## config.mk

```make
export PLATFORM = sky130hd
export DESIGN_NAME = rv32_mem_arbiter
export DESIGN_NICKNAME = d
export VERILOG_FILES = /design/src/rtl/rv32_arb_pkg.sv /design/src/rtl/rv32_arb_pick.sv /design/src/rtl/rv32_mem_arbiter.sv
export SDC_FILE = /design/constraint.sdc
export NUM_CORES = 1
export LEC_CHECK = 0
export CORE_AREA = 8 8 102 104
export CTS_CLUSTER_DIAMETER = 100
export CTS_CLUSTER_SIZE = 24
export DETAILED_ROUTE_END_ITERATION = 8
export DIE_AREA = 0 0 110 112
export PLACE_DENSITY = 0.72
export SLEW_MARGIN = 20
export SYNTH_ARGS = -nofsm -noshare
export SYNTH_HDL_FRONTEND = slang
export SYNTH_SLANG_ARGS = --single-unit
export TNS_END_PERCENT = 30
```

## constraint.sdc

```tcl
create_clock -name clk -period 2.3 [get_ports clk]
set_input_delay 0.46 -clock clk [delete_from_list [all_inputs] [get_ports clk]]
set_output_delay 0.46 -clock clk [all_outputs]
set_load 0.005 [all_outputs]
```

## src/rtl/rv32_arb_pkg.sv

```systemverilog
// Shared types and default widths for the two-master memory arbiter.
package rv32_arb_pkg;

    localparam int unsigned ADDR_W_DEF  = 32;
    localparam int unsigned DATA_W_DEF  = 32;
    localparam int unsigned TIMEOUT_DEF = 16;

    typedef enum logic [1:0] {
        IDLE,
        BUSY_I,
        BUSY_D
    } state_e;

    typedef enum logic {
        OWN_I = 1'b0,
        OWN_D = 1'b1
    } owner_e;

endpackage

```

## src/rtl/rv32_arb_pick.sv

```systemverilog
// Combinational requester selector. RV32_ARB_ROUND_ROBIN_EN selects round-robin
// on contention; otherwise data has fixed priority over fetch.
module rv32_arb_pick
    import rv32_arb_pkg::*;
(
    input  logic   i_req,
    input  logic   d_req,
`ifdef RV32_ARB_ROUND_ROBIN_EN
    input  owner_e ptr,
`endif
    output logic   valid,
    output owner_e sel
);

    always_comb begin
        valid = i_req | d_req;
`ifdef RV32_ARB_ROUND_ROBIN_EN
        if (i_req && d_req) begin
            sel = ptr;
        end else if (d_req) begin
            sel = OWN_D;
        end else begin
            sel = OWN_I;
        end
`else
        sel = d_req ? OWN_D : OWN_I;
`endif
    end

endmodule

```

## src/rtl/rv32_mem_arbiter.sv

```systemverilog
// Arbitrates fetch and data ports onto one memory port, one transaction in flight,
// with response timeout. Define RV32_ARB_ROUND_ROBIN_EN for round-robin arbitration.
module rv32_mem_arbiter
    import rv32_arb_pkg::*;
#(
    parameter int unsigned ADDR_W  = ADDR_W_DEF,
    parameter int unsigned DATA_W  = DATA_W_DEF,
    parameter int unsigned TIMEOUT = TIMEOUT_DEF
) (
    input  logic                clk,
    input  logic                reset,
    input  logic                i_req,
    input  logic [ADDR_W-1:0]   i_addr,
    output logic                i_gnt,
    output logic                i_rvalid,
    output logic [DATA_W-1:0]   i_rdata,
    output logic                i_err,
    input  logic                d_req,
    input  logic                d_we,
    input  logic [DATA_W/8-1:0] d_be,
    input  logic [ADDR_W-1:0]   d_addr,
    input  logic [DATA_W-1:0]   d_wdata,
    output logic                d_gnt,
    output logic                d_rvalid,
    output logic [DATA_W-1:0]   d_rdata,
    output logic                d_err,
    output logic                m_req,
    output logic                m_we,
    output logic [DATA_W/8-1:0] m_be,
    output logic [ADDR_W-1:0]   m_addr,
    output logic [DATA_W-1:0]   m_wdata,
    input  logic                m_gnt,
    input  logic                m_rvalid,
    input  logic [DATA_W-1:0]   m_rdata
);

    localparam int unsigned CNT_W = (TIMEOUT > 1) ? $clog2(TIMEOUT) : 1;

    state_e           state_q, state_d;
    logic [CNT_W-1:0] cnt_q, cnt_d;
    logic             we_q, we_d;
    logic             pick_valid;
    owner_e           pick_sel;
    logic             expired;

`ifdef RV32_ARB_ROUND_ROBIN_EN
    owner_e ptr_q, ptr_d;

    // Favour whichever requester lost the most recent grant.
    always_comb begin
        ptr_d = ptr_q;
        if (state_q == IDLE && pick_valid && m_gnt) begin
            ptr_d = (pick_sel == OWN_D) ? OWN_I : OWN_D;
        end
    end

    always_ff @(posedge clk) begin
        if (reset) begin
            ptr_q <= OWN_D;
        end else begin
            ptr_q <= ptr_d;
        end
    end
`endif

    rv32_arb_pick u_pick (
        .i_req (i_req),
        .d_req (d_req),
`ifdef RV32_ARB_ROUND_ROBIN_EN
        .ptr   (ptr_q),
`endif
        .valid (pick_valid),
        .sel   (pick_sel)
    );

    assign expired = (cnt_q == CNT_W'(TIMEOUT - 1));

    always_comb begin
        state_d  = state_q;
        cnt_d    = cnt_q;
        we_d     = we_q;
        m_req    = 1'b0;
        m_we     = 1'b0;
        m_be     = '0;
        m_addr   = '0;
        m_wdata  = '0;
        i_gnt    = 1'b0;
        d_gnt    = 1'b0;
        i_rvalid = 1'b0;
        i_rdata  = '0;
        i_err    = 1'b0;
        d_rvalid = 1'b0;
        d_rdata  = '0;
        d_err    = 1'b0;

        unique case (state_q)
            IDLE: begin
                if (pick_valid) begin
                    m_req = 1'b1;
                    if (pick_sel == OWN_D) begin
                        m_we    = d_we;
                        m_be    = d_be;
                        m_addr  = d_addr;
                        m_wdata = d_wdata;
                        d_gnt   = m_gnt;
                    end else begin
                        m_be   = '1;
                        m_addr = i_addr;
                        i_gnt  = m_gnt;
                    end
                    if (m_gnt) begin
                        state_d = (pick_sel == OWN_D) ? BUSY_D : BUSY_I;
                        cnt_d   = '0;
                        we_d    = (pick_sel == OWN_D) ? d_we : 1'b0;
                    end
                end
            end
            BUSY_I, BUSY_D: begin
                cnt_d = cnt_q + CNT_W'(1);
                // A response in the expiry cycle wins over the timeout.
                if (m_rvalid || expired) begin
                    state_d = IDLE;
                    if (state_q == BUSY_I) begin
                        i_rvalid = 1'b1;
                        i_err    = ~m_rvalid;
                        i_rdata  = m_rvalid ? m_rdata : '0;
                    end else begin
                        d_rvalid = 1'b1;
                        d_err    = ~m_rvalid;
                        d_rdata  = (m_rvalid && !we_q) ? m_rdata : '0;
                    end
                end
            end
            default: state_d = IDLE;
        endcase

        if (reset) begin
            m_req    = 1'b0;
            i_gnt    = 1'b0;
            d_gnt    = 1'b0;
            i_rvalid = 1'b0;
            i_err    = 1'b0;
            i_rdata  = '0;
            d_rvalid = 1'b0;
            d_err    = 1'b0;
            d_rdata  = '0;
        end
    end

    always_ff @(posedge clk) begin
        if (reset) begin
            state_q <= IDLE;
            cnt_q   <= '0;
            we_q    <= 1'b0;
        end else begin
            state_q <= state_d;
            cnt_q   <= cnt_d;
            we_q    <= we_d;
        end
    end

endmodule
```

# --- Word level (Yosys, flattened, before mapping) ---
# Cells that the tools add are included.
classes:
  n_addsub: 1
  eq_ne: 6
  muxes: 58
  bitwise: 2
  reduce_logical: 9
op_table:
  columns: ["cell", "count"]
  rows:
  - ["$mux 32", 16]
  - ["$mux 1", 31]
  - ["$mux 4", 5]
  - ["$reduce_and 3->1", 3]
  - ["$mux 2", 4]
  - ["$pmux 4 s2", 1]
  - ["$ne 2x2->1 const B", 3]
  - ["$add 4x1->4 const B", 1]
  - ["$eq 4x4->1 const B", 1]
  - ["$pmux 2 s2", 1]
  - ["$eq 2x1->1 const B", 1]
  - ["$eq 2x2->1 const B", 1]
  - ["$logic_not 2->1", 1]
  - ["$reduce_bool 2->1", 1]
  - ["$reduce_or 2->1", 1]
  - ["$logic_and 1x1->1", 1]
  - ["$logic_not 1->1", 1]
  - ["$logic_or 1x1->1", 1]
  - ["$not 1->1", 1]
  - ["$or 1x1->1", 1]
word_totals:
  ff_bits: 7
  input_bits: 139
  output_inout_bits: 140
  elab_cells: 79

# --- Depth between registers and ports, before layout ---
depth:
  ltp_word: 7
  depth_mapped: 6

# --- By module ---
# Synthesis repeated with hierarchy kept, for this count alone.
unflattened:
  hier_cells: 248
  area_unflattened_um2: 1641.6
by_module_without_submodules:
  columns: ["mod", "n_inst", "cells_each", "area_per_inst_um2", "seq_area_each_um2"]
  rows:
  - ["rv32_mem_arbiter", 1, 246, 1627.8, 140.1]
  - ["rv32_arb_pick", 1, 2, 13.8, 0.0]

# --- Worst setup path before layout ---
# Ideal clock, no wire load.
synth_path:
  path_type: "reg-to-output"
  start: "register state_q[0]"
  end: "output port d_rdata[10]"
  t_arrival_ps: 1443
  required_ps: 1840
  slack_ps: 397
  path_stages_with_launch: 7
  path_buffers: 1
  path_cell_list: "dfxtp_1 > inv_1 > ha_1 > and2b_1 > and3_2 > buf_6 > and2_1"
synth_between:
  elab_chain_len: 5
  elab_cells_between_ends: 7
  classes_between: "2 x eq/ne; 4 x mux; 1 x reduce/logical"
synth_rtl:
  columns: ["item", "line", "rtl"]
  rows:
  - ["from (decl)", "rv32_mem_arbiter.sv:39", "state_e state_q, state_d;"]
  - ["from (signal assigned)", "rv32_mem_arbiter.sv:156", "state_q <= state_d;"]
  - ["$eq 2x1->1", "rv32_mem_arbiter.sv:96, rv32_mem_arbiter.sv:123", null]
  - ["$mux 32", "rv32_mem_arbiter.sv:123", "if (state_q == BUSY_I) begin"]
  - ["$mux 32", "rv32_mem_arbiter.sv:121", "if (m_rvalid || expired) begin"]
  - ["$mux 32 (*)", "rv32_mem_arbiter.sv:96", "unique case (state_q)"]
  - ["$mux 32 (*)", "rv32_mem_arbiter.sv:137", "if (reset) begin"]
  - ["to (decl)", "rv32_mem_arbiter.sv:25", "output logic [DATA_W-1:0] d_rdata,"]
# Every way passes the cells marked *; elsewhere a longest branch is shown, timed or not.

# --- Worst setup path in the final report ---
layout_path:
  start: "input port d_req"
  end: "output port m_addr[5]"
layout_between:
  elab_chain_len: 4
  elab_cells_between_ends: 5
  classes_between: "4 x mux; 1 x bitwise"
layout_rtl:
  columns: ["item", "line", "rtl"]
  rows:
  - ["from (decl)", "rv32_mem_arbiter.sv:18", "input logic d_req,"]
  - ["$mux 1", "rv32_arb_pick.sv:26", "sel = d_req ? OWN_D : OWN_I;"]
  - ["$mux 32", "rv32_mem_arbiter.sv:100", "if (pick_sel == OWN_D) begin"]
  - ["$mux 32 (*)", "rv32_mem_arbiter.sv:98", "if (pick_valid) begin"]
  - ["$mux 32 (*)", "rv32_mem_arbiter.sv:96", null]
  - ["to (decl)", "rv32_mem_arbiter.sv:30", "output logic [ADDR_W-1:0] m_addr,"]
# Marked as above.

==> out/qor.yml <==
synth_sequential_area_ratio_pct: 8.84
synth_edf_count: 0
number_of_antenna_violations_at_the_first_check_in_global_routing: 0
cp_data_arrival_time_ns: 1.84
gp_routability_congestion: 0.875
synthesized_area_per_cell_sq_um: 7.08
critical_path_class: "in2out"
routed_wl_mm: 11.9
drt_pre_antenna_iters: 4
design.portCount: 279
finalNonFillerCells: 643
post-route-drc-count: 0
antenna_cells: 0
drt-vias-per-instance: 4.53
grtUsageTotal_pct: 17.8
drv_cap: 0
synthTopCellsByCount: "sky130_fd_sc_hd__and2_1, sky130_fd_sc_hd__and3_1, sky130_fd_sc_hd__a22o_1"
crit_path_start_kind: "primary input"
synth_area_sq_um: 1590
yosys.cell_types.count: 33
clk_path_buf_depth: 2
core_rows: 35
tritoncts: "done"
timing.final.ws_setup_ns: 0.00351
cts-buffers-inserted: 3
final_setup_violation_count: 0
layout.filler_cells: 858
worst_hold_startpoint: "cnt_q[1]"
run_status: "finished clean"
yosys_warnings: 0
area_of_the_core_sq_um: 8890
max_slew.worst_pin.slew_ns: 0.457
worst_hold_path_type: "reg2reg"
regToRegStartpoint: "state_q[0]"
slew_viol_final: 0
mappedNetlistNets: 367
share_of_final_layout_standard_cells_stronger_than_drive_strength_1_pct: 16.5
clock_insertion_delay_worst_skew_ns: 0.23
yosys-top-cells-area: "sky130_fd_sc_hd__and2_1, sky130_fd_sc_hd__a22o_1, sky130_fd_sc_hd__and3_1"
synth_largest_area_cell: "sky130_fd_sc_hd__and2_1"
portBuffers: 278
detailed_route_via_count: 2911
worst_slew_margin_rel_pct: 69.4
powerDensity_nw_per_um2: 235
worst_hold_slack_ns: 0.493
final.period_utilization_pct: 99.8
first_pass_grt_wire_length_mm: 17.2
grt_overflow_total: 0
min_period_ns: 2.30
dp.cells: 612
crit_required_ns: 1.84
finalCoreUtilization_pct: 53.9
placed_cell_area_sq_um: 4550
finalInstanceArea_sq_um: 4790
post_synth_inst_count: 224
drt-initial-drc-count: 105
synth_seq_cells: 7
area_delta_synth_final_pct: 202
clk_pin_slew_ns: 0.04
totalNegativeSetupSlack_ns: 0
vdd_ir_drop_max_uv: 148
timing.final.hold_violations: 0
cts-hold-fix-buffers: 0
totalPowerFinal_mw: 1.12
pre_cts_ws_ns: -0.462
rsz0062_at_grt: "yes"
clk_root_buffer_cell: "sky130_fd_sc_hd__clkbuf_8"
die_width_um: 110
tritoncts_num_sinks: 7
ctsHtreeMaxLevel: 1
startpoint: "d_req"
crit_path_end_kind: "primary output"
final.setup_skew_ns: 0.00444
route.antenna.remaining_nets: 0
asyncSetResetFlopFracSynth_pct: 0
drt-wirelength-per-cell_um: 18.5
yosysMostFrequentCell: "sky130_fd_sc_hd__and2_1"
clock.fmax_mhz: 435
design.final.nets: 676
cellLeakagePower_nw: 2.37
critical_path_peak_fanout: 11
floorplan.die_area_sq_um: 12300
dp.final_hpwl_mm: 9.37
chipHeight_um: 112
grt_start_max_net_pins: 43
synth_ff_type: "sky130_fd_sc_hd__dfxtp_1"
grt_pass1_vias: 3032
yosysTopAreaCellShare_pct: 26.0
floorplan.initialDensity_pct: 17.8
==> worst paths after layout <==
path,endpoint,slack [ns],depth (start not counted)
setup / recovery,m_addr[5],0.004,8
hold reg to reg,cnt_q[1],0.49,2
setup reg to reg,cnt_q[2],0.77,6
hold / removal,cnt_q[1],0.49,2
==> flip-flops by register name, summed over array words and instances, names as in the netlist <==
name	count
cnt_q	4
state_q	2
we_q	1
==> power by group <==
group,total [mW],switching [mW],internal (mW)
Sequential,0.131,0.00346,0.127
Combinational,0.819,0.278,0.541
Clock,0.175,0.0550,0.120
Total,1.12,0.337,0.788
==> layout by cell type, fill, tap and decap left out, drive strengths merged, types with 2 or more instances in the layout <==
cell             n
a211o            2
a21oi            7
a22o            32
a31oi            3
and2            66
and2b            2
and3            41
buf             48
clkbuf          14
clkdlybuf4s15   28
clkdlybuf4s50  171
dfxtp            7
dlygate4sd2     60
dlymetal6s2s     4
ha               4
inv              6
nand2            6
nand2b           3
nand3            8
nor2             6
nor3             3
o211ai           2
o32ai            2
==> worst max-delay path, cell delays in order <==
cell	delay, ns
sky130_fd_sc_hd__dlygate4sd2_1	0.29
sky130_fd_sc_hd__nand2b_4	0.19
sky130_fd_sc_hd__nor2_4	0.05
sky130_fd_sc_hd__buf_4	0.13
sky130_fd_sc_hd__buf_12	0.12
sky130_fd_sc_hd__buf_8	0.13
sky130_fd_sc_hd__a22o_1	0.18
sky130_fd_sc_hd__dlygate4sd2_1	0.27
==> metal layers <==
layer  up-vias  part of all wire, %  track usage (%)
li1       1433                    -                -
met4         0                  1.6             3.96
met3        15                   12             6.59
met1      1291                   37             18.8
met5         -                    0                0
met2       172                   49             32.2
==> kinds of logic after synthesis <==
group | Yosys count | share of synthesized area, %
adder cells (fa/ha/maj) | 4 | 3.16
AND/OR/NAND/NOR | 131 | 50.4
AO/OA/AOI/OAI | 52 | 26.4
flip-flops | 7 | 8.84
buffers and inverters | 30 | 11.1
==> layout make-up <==
type                    instances  area (sq um)  area share (%)
repair buffers                321          3050            63.7
multi-input cells             194          1390            29.0
flip-flops and latches          7           143            2.98
well taps                     111           139            2.90
clock buffers                   4          45.0           0.940
inverters                       6          22.5           0.470
==> repair_timing <==
item / CTS / global route
resized for setup: 147 / 59
setup buffers: 10 / 8
gates cloned: 9 / 0
pin swaps: 5 / 2
endpoints found under the setup margin: 140 / 25
Power figures use the tool's default switching activity.
